### src/rtl/single_pkg.sv
// single_pkg: IEEE-754 single field widths, special constants and accumulator FSM states.
package single_pkg;
  localparam int EXP_W = 8;
  localparam int MAN_W = 23;
  localparam int BIAS = 127;
  localparam logic [31:0] POS_INF = 32'h7F800000;
  localparam logic [31:0] QNAN = 32'h7FC00000;
  typedef struct packed {
    logic sign;
    logic [EXP_W-1:0] exp;
    logic [MAN_W-1:0] mant;
  } fp32_t;
  typedef enum logic {ACC, HOLD} acc_state_e;
endpackage

### src/rtl/single_add_pos.sv
// single_add_pos: combinational positive-only single adder, truncating, saturating to +Inf.
module single_add_pos
  import single_pkg::*;
(
  input  logic [31:0] a,
  input  logic [31:0] b,
  output logic [31:0] sum,
  output logic        ovf
);
  fp32_t x, y, big, sml;
  logic [EXP_W-1:0] diff;
  logic [MAN_W:0] mb, ms;
  logic [MAN_W+1:0] s;
  logic [EXP_W:0] e;
  always_comb begin
    x = a;
    y = b;
    big = (x.exp >= y.exp) ? x : y;
    sml = (x.exp >= y.exp) ? y : x;
    diff = big.exp - sml.exp;
    mb = {1'b1, big.mant};
    ms = (sml.exp == '0 || diff > 8'd24) ? '0 : {1'b1, sml.mant} >> diff;
    s = {1'b0, mb} + {1'b0, ms};
    e = {1'b0, big.exp} + {8'd0, s[MAN_W+1]};
    ovf = big.exp == 8'hFF || e == 9'd255;
    sum = (big.exp == '0) ? '0 : ovf ? POS_INF : {1'b0, e[EXP_W-1:0], s[MAN_W+1] ? s[MAN_W:1] : s[MAN_W-1:0]};
  end
endmodule

### src/rtl/single_exp_accum.sv
// single_exp_accum: sums a framed stream of exp outputs into a held single-precision total.
module single_exp_accum
  import single_pkg::*;
#(
  parameter int CNT_W = 16
) (
  input  logic             clk,
  input  logic             rst,
  input  logic             in_valid,
  output logic             in_ready,
  input  logic [31:0]      in_data,
  input  logic             in_last,
  output logic             out_valid,
  input  logic             out_ready,
  output logic [31:0]      out_sum,
  output logic [CNT_W-1:0] out_count,
  output logic             out_ovf,
  output logic             out_nan
);
  acc_state_e state_q, state_d;
  logic [31:0] acc_q, acc_d, sum_q, sum_d, op, add_sum;
  logic [CNT_W-1:0] cnt_q, cnt_d, count_q, count_d, cnt_inc;
  logic ovf_q, ovf_d, nan_q, nan_d, oovf_q, oovf_d, onan_q, onan_d;
  logic xfer, op_nan, add_ovf;
  fp32_t din;
  single_add_pos u_add (.a(acc_q), .b(op), .sum(add_sum), .ovf(add_ovf));
  always_comb begin
    din = in_data;
    op_nan = din.exp == 8'hFF && din.mant != '0;
    // Sign dropped, denormals flushed; NaN contributes nothing since the result is forced to QNAN.
    op = (din.exp == '0 || op_nan) ? '0 : {1'b0, in_data[30:0]};
    in_ready = state_q == ACC;
    out_valid = state_q == HOLD;
    xfer = in_valid && in_ready;
    cnt_inc = &cnt_q ? cnt_q : cnt_q + 1'b1;
    state_d = state_q;
    acc_d = acc_q;
    cnt_d = cnt_q;
    ovf_d = ovf_q;
    nan_d = nan_q;
    sum_d = sum_q;
    count_d = count_q;
    oovf_d = oovf_q;
    onan_d = onan_q;
    if (xfer) begin
      acc_d = add_sum;
      cnt_d = cnt_inc;
      ovf_d = ovf_q | add_ovf;
      nan_d = nan_q | op_nan;
      if (in_last) begin
        state_d = HOLD;
        sum_d = (nan_q | op_nan) ? QNAN : add_sum;
        count_d = cnt_inc;
        oovf_d = ovf_q | add_ovf;
        onan_d = nan_q | op_nan;
      end
    end else if (state_q == HOLD && out_ready) begin
      state_d = ACC;
      acc_d = '0;
      cnt_d = '0;
      ovf_d = 1'b0;
      nan_d = 1'b0;
    end
  end
  always_ff @(posedge clk) begin
    if (rst) begin
      state_q <= ACC;
      acc_q <= '0;
      cnt_q <= '0;
      ovf_q <= 1'b0;
      nan_q <= 1'b0;
      sum_q <= '0;
      count_q <= '0;
      oovf_q <= 1'b0;
      onan_q <= 1'b0;
    end else begin
      state_q <= state_d;
      acc_q <= acc_d;
      cnt_q <= cnt_d;
      ovf_q <= ovf_d;
      nan_q <= nan_d;
      sum_q <= sum_d;
      count_q <= count_d;
      oovf_q <= oovf_d;
      onan_q <= onan_d;
    end
  end
  assign out_sum = sum_q;
  assign out_count = count_q;
  assign out_ovf = oovf_q;
  assign out_nan = onan_q;
endmodule

### config.mk
export PLATFORM = sky130hd
export DESIGN_NAME = single_exp_accum
export DESIGN_NICKNAME = d
export VERILOG_FILES = /design/src/rtl/single_pkg.sv /design/src/rtl/single_add_pos.sv /design/src/rtl/single_exp_accum.sv
export SDC_FILE = /design/constraint.sdc
export NUM_CORES = 1
export LEC_CHECK = 0
export BUFFER_PORTS_ARGS = -buffer_cell sky130_fd_sc_hd__buf_4
export CORE_UTILIZATION = 35
export DETAILED_ROUTE_END_ITERATION = 8
export GPL_TIMING_DRIVEN = 0
export PLACE_DENSITY = 0.52
export REMOVE_ABC_BUFFERS = 1
export SYNTH_ARGS = -nofsm -noshare
export SYNTH_HDL_FRONTEND = slang
export SYNTH_SLANG_ARGS = --single-unit
### constraint.sdc
create_clock -name clk -period 15.05 [get_ports clk]
set_clock_uncertainty 0.1 [all_clocks]
set_input_delay 4.515 -clock clk [delete_from_list [all_inputs] [get_ports clk]]
set_output_delay 4.515 -clock clk [all_outputs]
set_load 0.005 [all_outputs]
==> run_results.csv, run 1 <==
group,metric,value,unit
run_status,outcome,"finished, violations left",
run_status,violations,"capacitance limit, slew limit",
critical_path,cp_num_buf_inv,3,
drt,vias,8087,
power_and_ir_drop,leakage,4.126,nW
critical_path,critPathTopFamily,"simple AND/OR/NAND/NOR gates",
power_and_ir_drop,pwr_density_cell,93.97,nW/um^2
critical_path,crit_path_max_incr_delay,730,ps
synthesis,netlist_area,8142,um^2
synthesis,async_flop_share,0,
die,fp.dieH,154.5,um
grt,grt_max_degree,60,
synthesis,synth_area_leaders,"dfxtp_1 24%, nand2_1 8.3%, mux2i_1 7.6%",
power_and_ir_drop,power.total,0.0008936,W
finish,nFillCells,2381,
power_and_ir_drop,ir_drop,52.05,uV
timing,fmax,68.65,MHz
critical_path,start_kind,"input port",
synthesis,synth_edf_count,0,
die,die_w,154.5,um
drt,routed_via_density,5.647,
flow_run,drv_cap,1,
timing,period_minus_slack,14570,ps
clocking,root_buffer,"clkbuf_16",
timing,setup-violations-final,0,
critical_path,crit_type,"in2reg",
critical_path,worstPathRequired,15190,ps
timing,fin_crit_sh,0.9679,
clocking,cts-buffers-inserted,9,
clocking,ctsHoldBuffers,0,
timing,slew_headroom,-0.008828,
synthesis,avgSynthCellArea,7.422,um^2
clocking,cts_tree,"done",
drt,post_drt_wl_per_cell,18.59,um
placement,dp_slack,-2611,ps
placement,place_hpwl,18250,um
timing,drv_slew,1,
finish,drive_above_1_share,0.1569,
critical_path,ff2ff_setup_slack,5400,ps
drt,drt-initial-drc-count,488,
critical_path,crit_arrival,14710,ps
timing,worst_slew_pin_slew,1493,ps
grt,grt_pass1_wl,40770,um
die,die-area,23870,um^2
critical_path,path_max_fanout,23,
die,io-pin-count,89,
hold_path,min_path_type,"reg2reg",
synthesis,ys.flop_type,"dfxtp_1",
die,core,22710,um^2
synthesis,synth_top_area_share,0.2434,
drt,drc,0,
drt,routed_wl,26620,um
synthesis,synth_cells,1097,
die,initial_utilization,0.3585,
synthesis,seq_area_frac_synth,0.2434,
drt,drt_pass1_iterations,5,
clocking,h-tree-depth,3,
drt,ant_nets,0,
clocking,cts_sinks,99,
placement,port_buffers,86,
clocking,clk_path_buf_depth,2,
finish,diodes,0,
grt,grt_pass1_vias,7487,
synthesis,yosys_warnings,0,
synthesis,yosysTopAreaCell,"dfxtp_1",
grt,antenna_found_initial,1,
finish,area_growth,16.81,%
finish,nets,1219,
die,row_count,55,
grt,grt_use_total,0.2147,
timing,hold_viol_final,0,
placement,gp_congestion,0.8821,
synthesis,synth_cell_types,75,
critical_path,cpMaxStageDelayCell,"nor4_1",
clocking,clkTransAtPathRegs,70,ps
timing,fin_ws,482.8,ps
synthesis,ys_seq_elements,99,
critical_path,endpoint_kind,"flop",
grt,grt_overflow,0,
clocking,clock_latency,360,ps
## repair_timing
| item | in CTS | in global routing |
|---|---|---|
| pin swaps | 4 | 5 |
| endpoints found under the hold margin | 0 | 0 |
| setup endpoints to repair | 64 | 53 |
| buffers inserted | 2 | 3 |
| gates resized for setup | 16 | 13 |
| cloned | 3 | 2 |
## path summary, 6_finish.rpt
kind / from / cells past startpoint / to
worst max-delay path: in_data[23] / 40 / acc_q[15]
worst min-delay path: out_sum[4] / 2 / out_sum[4]
worst max register to register: acc_q[23] / 36 / acc_q[15]
worst min register to register: out_sum[4] / 2 / out_sum[4]
## cell usage after synthesis, types with 5 or more instances
master and count:
dfxtp_1 99, or3_1 11, o211ai_1 7, a21o_1 19, a22oi_1 8, nor4_1 5, a21oi_1 93, a211oi_1 27
nand3_1 38, and3_1 22, nand4_1 9, inv_1 24, o21bai_1 6, o22ai_1 5, nor3_1 22, nand2_1 180
mux2_2 8, and2_1 9, mux2i_1 62, o21ai_1 47, xor2_1 18, o21ai_0 46, or4_1 7, ha_1 39
nor2_1 87, xnor2_1 22, o21a_1 9, nor2b_1 9, a2bb2oi_1 6, clkbuf_1 52, nand2b_1 10, buf_2 6
## placed cells by master (no fill, tap or decap), types with 5 or more instances in the layout
cell | Yosys | layout
o21bai_1 | 6 | 6
o21ai_1 | 47 | 47
a21o_1 | 19 | 19
o211ai_1 | 7 | 7
a2bb2oi_1 | 6 | 6
xnor2_1 | 22 | 21
ha_1 | 39 | 38
o21a_1 | 9 | 8
mux2i_1 | 62 | 62
a211oi_1 | 27 | 26
and2_1 | 9 | 8
clkbuf_16 | 0 | 9
nand4_1 | 9 | 9
and3_1 | 22 | 22
inv_1 | 24 | 24
nand2b_1 | 10 | 10
nor2b_1 | 9 | 8
xor2_1 | 18 | 18
a21oi_1 | 93 | 93
buf_4 | 3 | 91
a22oi_1 | 8 | 8
nand3_1 | 38 | 37
nor2_1 | 87 | 85
o21ai_0 | 46 | 45
nor4_2 | 3 | 5
mux2_2 | 8 | 8
dfxtp_1 | 99 | 99
nor3_1 | 22 | 22
nand2_1 | 180 | 180
or3_1 | 11 | 11
## power breakdown
group	switching [W]	internal, W	leakage (nW)
Sequential	0.0000143	0.000280	0.809
Clock	0.000120	0.000120	0.139
Combinational	0.000219	0.000141	3.18
## metal layers
| metal | track usage | up-vias | wire length, um |
|---|---|---|---|
| met4 | 0.06082 | 0 | 599 |
| met3 | 0.03362 | 36 | 1426 |
| met2 | 0.3633 | 214 | 12410 |
| met5 | 0 | - | 0 |
| met1 | 0.2813 | 3776 | 12180 |
| li1 | - | 4061 | - |
## cells by family (layout without fill, tap and decap cells)
group / Yosys count / in the layout / share of synthesized area
compound gates: 318 / 322 / 0.2468
xor+xnor: 41 / 41 / 0.04503
fa+ha+maj: 40 / 40 / 0.06239
buf+inv: 93 / 138 / 0.04887
flops: 99 / 99 / 0.2434
mux: 74 / 74 / 0.09836
other cells: 1 / 1 / 0.0004606
simple gates: 431 / 432 / 0.2546
## worst register-to-register path, delay by kind of cell, from the launching register on
kind,cells,cell delay (ps)
AO/OA/AOI/OAI,15,3970
AND/OR/NAND/NOR,11,2720
adder cells (fa/ha/maj),5,1610
flip-flops,1,460
XOR/XNOR,2,440
buffers and inverters,3,240
## registers in the layout, indices dropped and copies added (netlist names)
signal	cells
acc_q	31
cnt_q	16
nan_q	1
out_count	16
out_nan	1
out_ovf	1
out_sum	31
out_valid	1
ovf_q	1
## layout make-up
class	instances	area [um^2]	area share
clock buffers	10	239.0	0.02513
clock inverters	6	55.05	0.005789
inverters	25	93.84	0.009867
multi-input cells	910	5976	0.6283
flip-flops and latches	99	1982	0.2084
well taps	285	356.6	0.03750
repair buffers	97	808.3	0.08499
## stage by stage
| step | util | setup TNS, ps | hold slack (ps) | instance area, um^2 | std cells |
|---|---|---|---|---|---|
| 6_report | 0.4188 | 0 | 349.9 | 9510 | 1432 |
| 5_1_grt | 0.4188 | -69.56 | 369.6 | 9510 | 1432 |
| 4_1_cts | 0.4131 | 0 | 355.5 | 9382 | 1427 |
| 3_5_place_dp | 0.3951 | -138160 | 341.4 | 8972 | 1406 |
| 3_3_place_gp | 0.3893 | -276650 | 340.0 | 8840 | 1400 |
| 2_1_floorplan | - | -29770 | 342.2 | 7838 | 1029 |
No activity file was read; power rests on OpenSTA's default activity.
==> inputs of run 2 (changes only) <==
BUFFER_PORTS_ARGS = -buffer_cell sky130_fd_sc_hd__buf_2   (was -buffer_cell sky130_fd_sc_hd__buf_4)
CTS_CLUSTER_SIZE = 12   (was default)
clock period = 18 ns   (was 15.05 ns; I/O delays follow)
==> run 2 against run 1 <==
  * The run now ends clean
  * Critical path depth fell by 3
  * Via count fell by 2.4%
  * Non-clock buffer count fell by 5
  * Cell area fell by 4.8%
  * Combinational power fell by 22%
  * Register-to-register slack improved by 1400 ps
  * Clock-buffer cell count did not move
  * Flip-flop and latch count did not move
  * Clock power fell by 19%
  * Global-route usage fell by 1.4 points
  * Worst setup slack improved by 430 ps
  * Final cell count fell by 0.70%
  * Critical endpoint is now acc_q[21]
==> run_results.csv, run 2 (synthesis results as in run 1) <==
group,metric,value,unit
grt,grt_pass1_wl,38320,um
die,die-area,23870,um^2
run_status,outcome,"finished clean",
placement,place_hpwl,18250,um
clocking,h-tree-depth,3,
hold_path,hold_start,"out_sum[8]",
critical_path,cpMaxStageDelayCell,"or4_2",
clocking,clock_latency,370,ps
timing,fin_crit_sh,0.9492,
timing,whs,348.4,ps
critical_path,cp_num_buf_inv,2,
clocking,clk_path_buf_depth,2,
die,core,22710,um^2
grt,gr-usage-met2,0.3353,
critical_path,crit_path_max_incr_delay,1000,ps
grt,use_met3,0.03110,
flow_run,drv_cap,0,
critical_path,worstPathRequired,18180,ps
drt,drt-initial-drc-count,452,
timing,worst_slew_pin_slew,1305,ps
timing,setup-violations-final,0,
power_and_ir_drop,leakage,3.994,nW
grt,antenna_found_initial,1,
drt,drt_pass1_iterations,5,
critical_path,path_max_fanout,41,
critical_path,ff2ff_path_depth,33,
timing,fmax,58.53,MHz
finish,layout_common_cells,"180 x nand2_1, 99 x dfxtp_1, 93 x a21oi_1",
timing,rsz0062_at_grt,"no",
die,initial_utilization,0.3585,
grt,busiest_layer,"met2",
finish,post-route-util,0.3987,
grt,grtUsageMet1,0.2682,
hold_path,min_path_type,"reg2reg",
finish,drive_above_1_share,0.1354,
drt,drc,0,
die,row_count,55,
clocking,post-cts-setup-buffers,0,
clocking,cts-buffers-inserted,9,
timing,drv_slew,0,
critical_path,crit_arrival,17260,ps
critical_path,start_kind,"input port",
placement,port_buffers,86,
timing,period_minus_slack,17090,ps
clocking,clkTransAtPathRegs,90,ps
placement,gp_congestion,0.8794,
grt,grt_pass1_vias,7134,
clocking,cts_sinks,99,
finish,diodes,0,
hold_path,hold_path_end,"out_sum[8]",
critical_path,r2r-end,"acc_q[21]",
drt,routed_wl,24050,um
finish,nets,1209,
grt,grt_max_degree,60,
die,die_w,154.5,um
grt,grt_use_total,0.2007,
grt,grt_overflow,0,
clocking,cts_tree,"done",
timing,hold_viol_final,0,
drt,routed_via_density,5.551,
finish,final_common_cell,"nand2_1",
power_and_ir_drop,ir_drop,43.54,uV
critical_path,critPathTopFamily,"compound AO/OA/AOI/OAI gates",
critical_path,r2r-start,"acc_q[23]",
critical_path,endpoint_kind,"flop",
drt,post_drt_wl_per_cell,16.91,um
critical_path,cp_common_cell,"ha_1",
clocking,root_buffer,"clkbuf_16",
die,fp.dieH,154.5,um
hold_path,hold_depth,2,
finish,area_growth,11.20,%
die,io-pin-count,89,
drt,ant_nets,0,
critical_path,ff2ff_setup_slack,6790,ps
power_and_ir_drop,pwr_density_cell,79.74,nW/um^2
drt,vias,7893,
timing,slew_headroom,0.1281,
critical_path,crit_type,"in2reg",
==> run 2: repair_timing <==
action | CTS | global route
setup endpoints to repair | 45 | 45
resized for setup | 1 | 3
hold buffers | 0 | 0
==> run 2: power by group <==
| group | switching, W | total, W | leakage, nW | internal, W |
|---|---|---|---|---|
| Sequential | 0.0000115 | 0.000246 | 0.809 | 0.000234 |
| Clock | 0.0000983 | 0.000195 | 0.140 | 0.0000969 |
| Combinational | 0.000174 | 0.000281 | 3.04 | 0.000108 |
==> run 2: worst reg2reg max path: cells and delay by family, from the launching register on <==
family / cells / cell delay [ps]
AOI/OAI and AO/OA: 15 / 4590
buffers and inverters: 2 / 220
DFF: 1 / 460
xor gates and xnor gates: 2 / 600
and+or+nand+nor: 9 / 3600
adders and majority gates: 5 / 1570
==> run 2: worst max path at each step <==
stage / from / cells after the start / slack, ps / endpoint
global placement: in_data[5] / 37 / -2690 / out_sum[18]
finish: in_data[5] / 37 / 910 / acc_q[21]
floorplan: in_data[5] / 36 / 1400 / out_sum[21]
CTS: in_data[5] / 39 / 400 / out_sum[14]
detailed placement: in_data[5] / 39 / -480 / out_sum[14]
global route: in_data[5] / 37 / 200 / acc_q[21]
==> run 2: cell type report <==
class                           count  area (um^2)
Sequential cell                    99         1982
Tap cell                          285        356.6
Fill cell                        2428        13660
Multi-Input combinational cell    905         5794
Inverter                           25        93.84
Clock inverter                      6        55.05
Timing Repair Buffer               92        543.0
Clock buffer                       10        229.0
==> run 2: metal layers <==
layer | vias up | wire length [um]
met4 | 0 | 381
li1 | 4018 | -
met5 | - | 0
met2 | 184 | 11400
met1 | 3667 | 11220
met3 | 24 | 1053
==> run 2: metrics by stage <==
stage	setup WS (ps)	instances	total power (W)	setup TNS [ps]	area (um^2)
floorplan	1404	1029	0.0004478	0	7838
global placement	-2690	1400	0.0005253	-144240	8625
detailed placement	-477.7	1406	0.0005308	-18740	8757
CTS	395.3	1422	0.0007303	0	9042
global route	198.5	1422	0.0007718	0	9054
finish	914.0	1422	0.0007220	0	9054
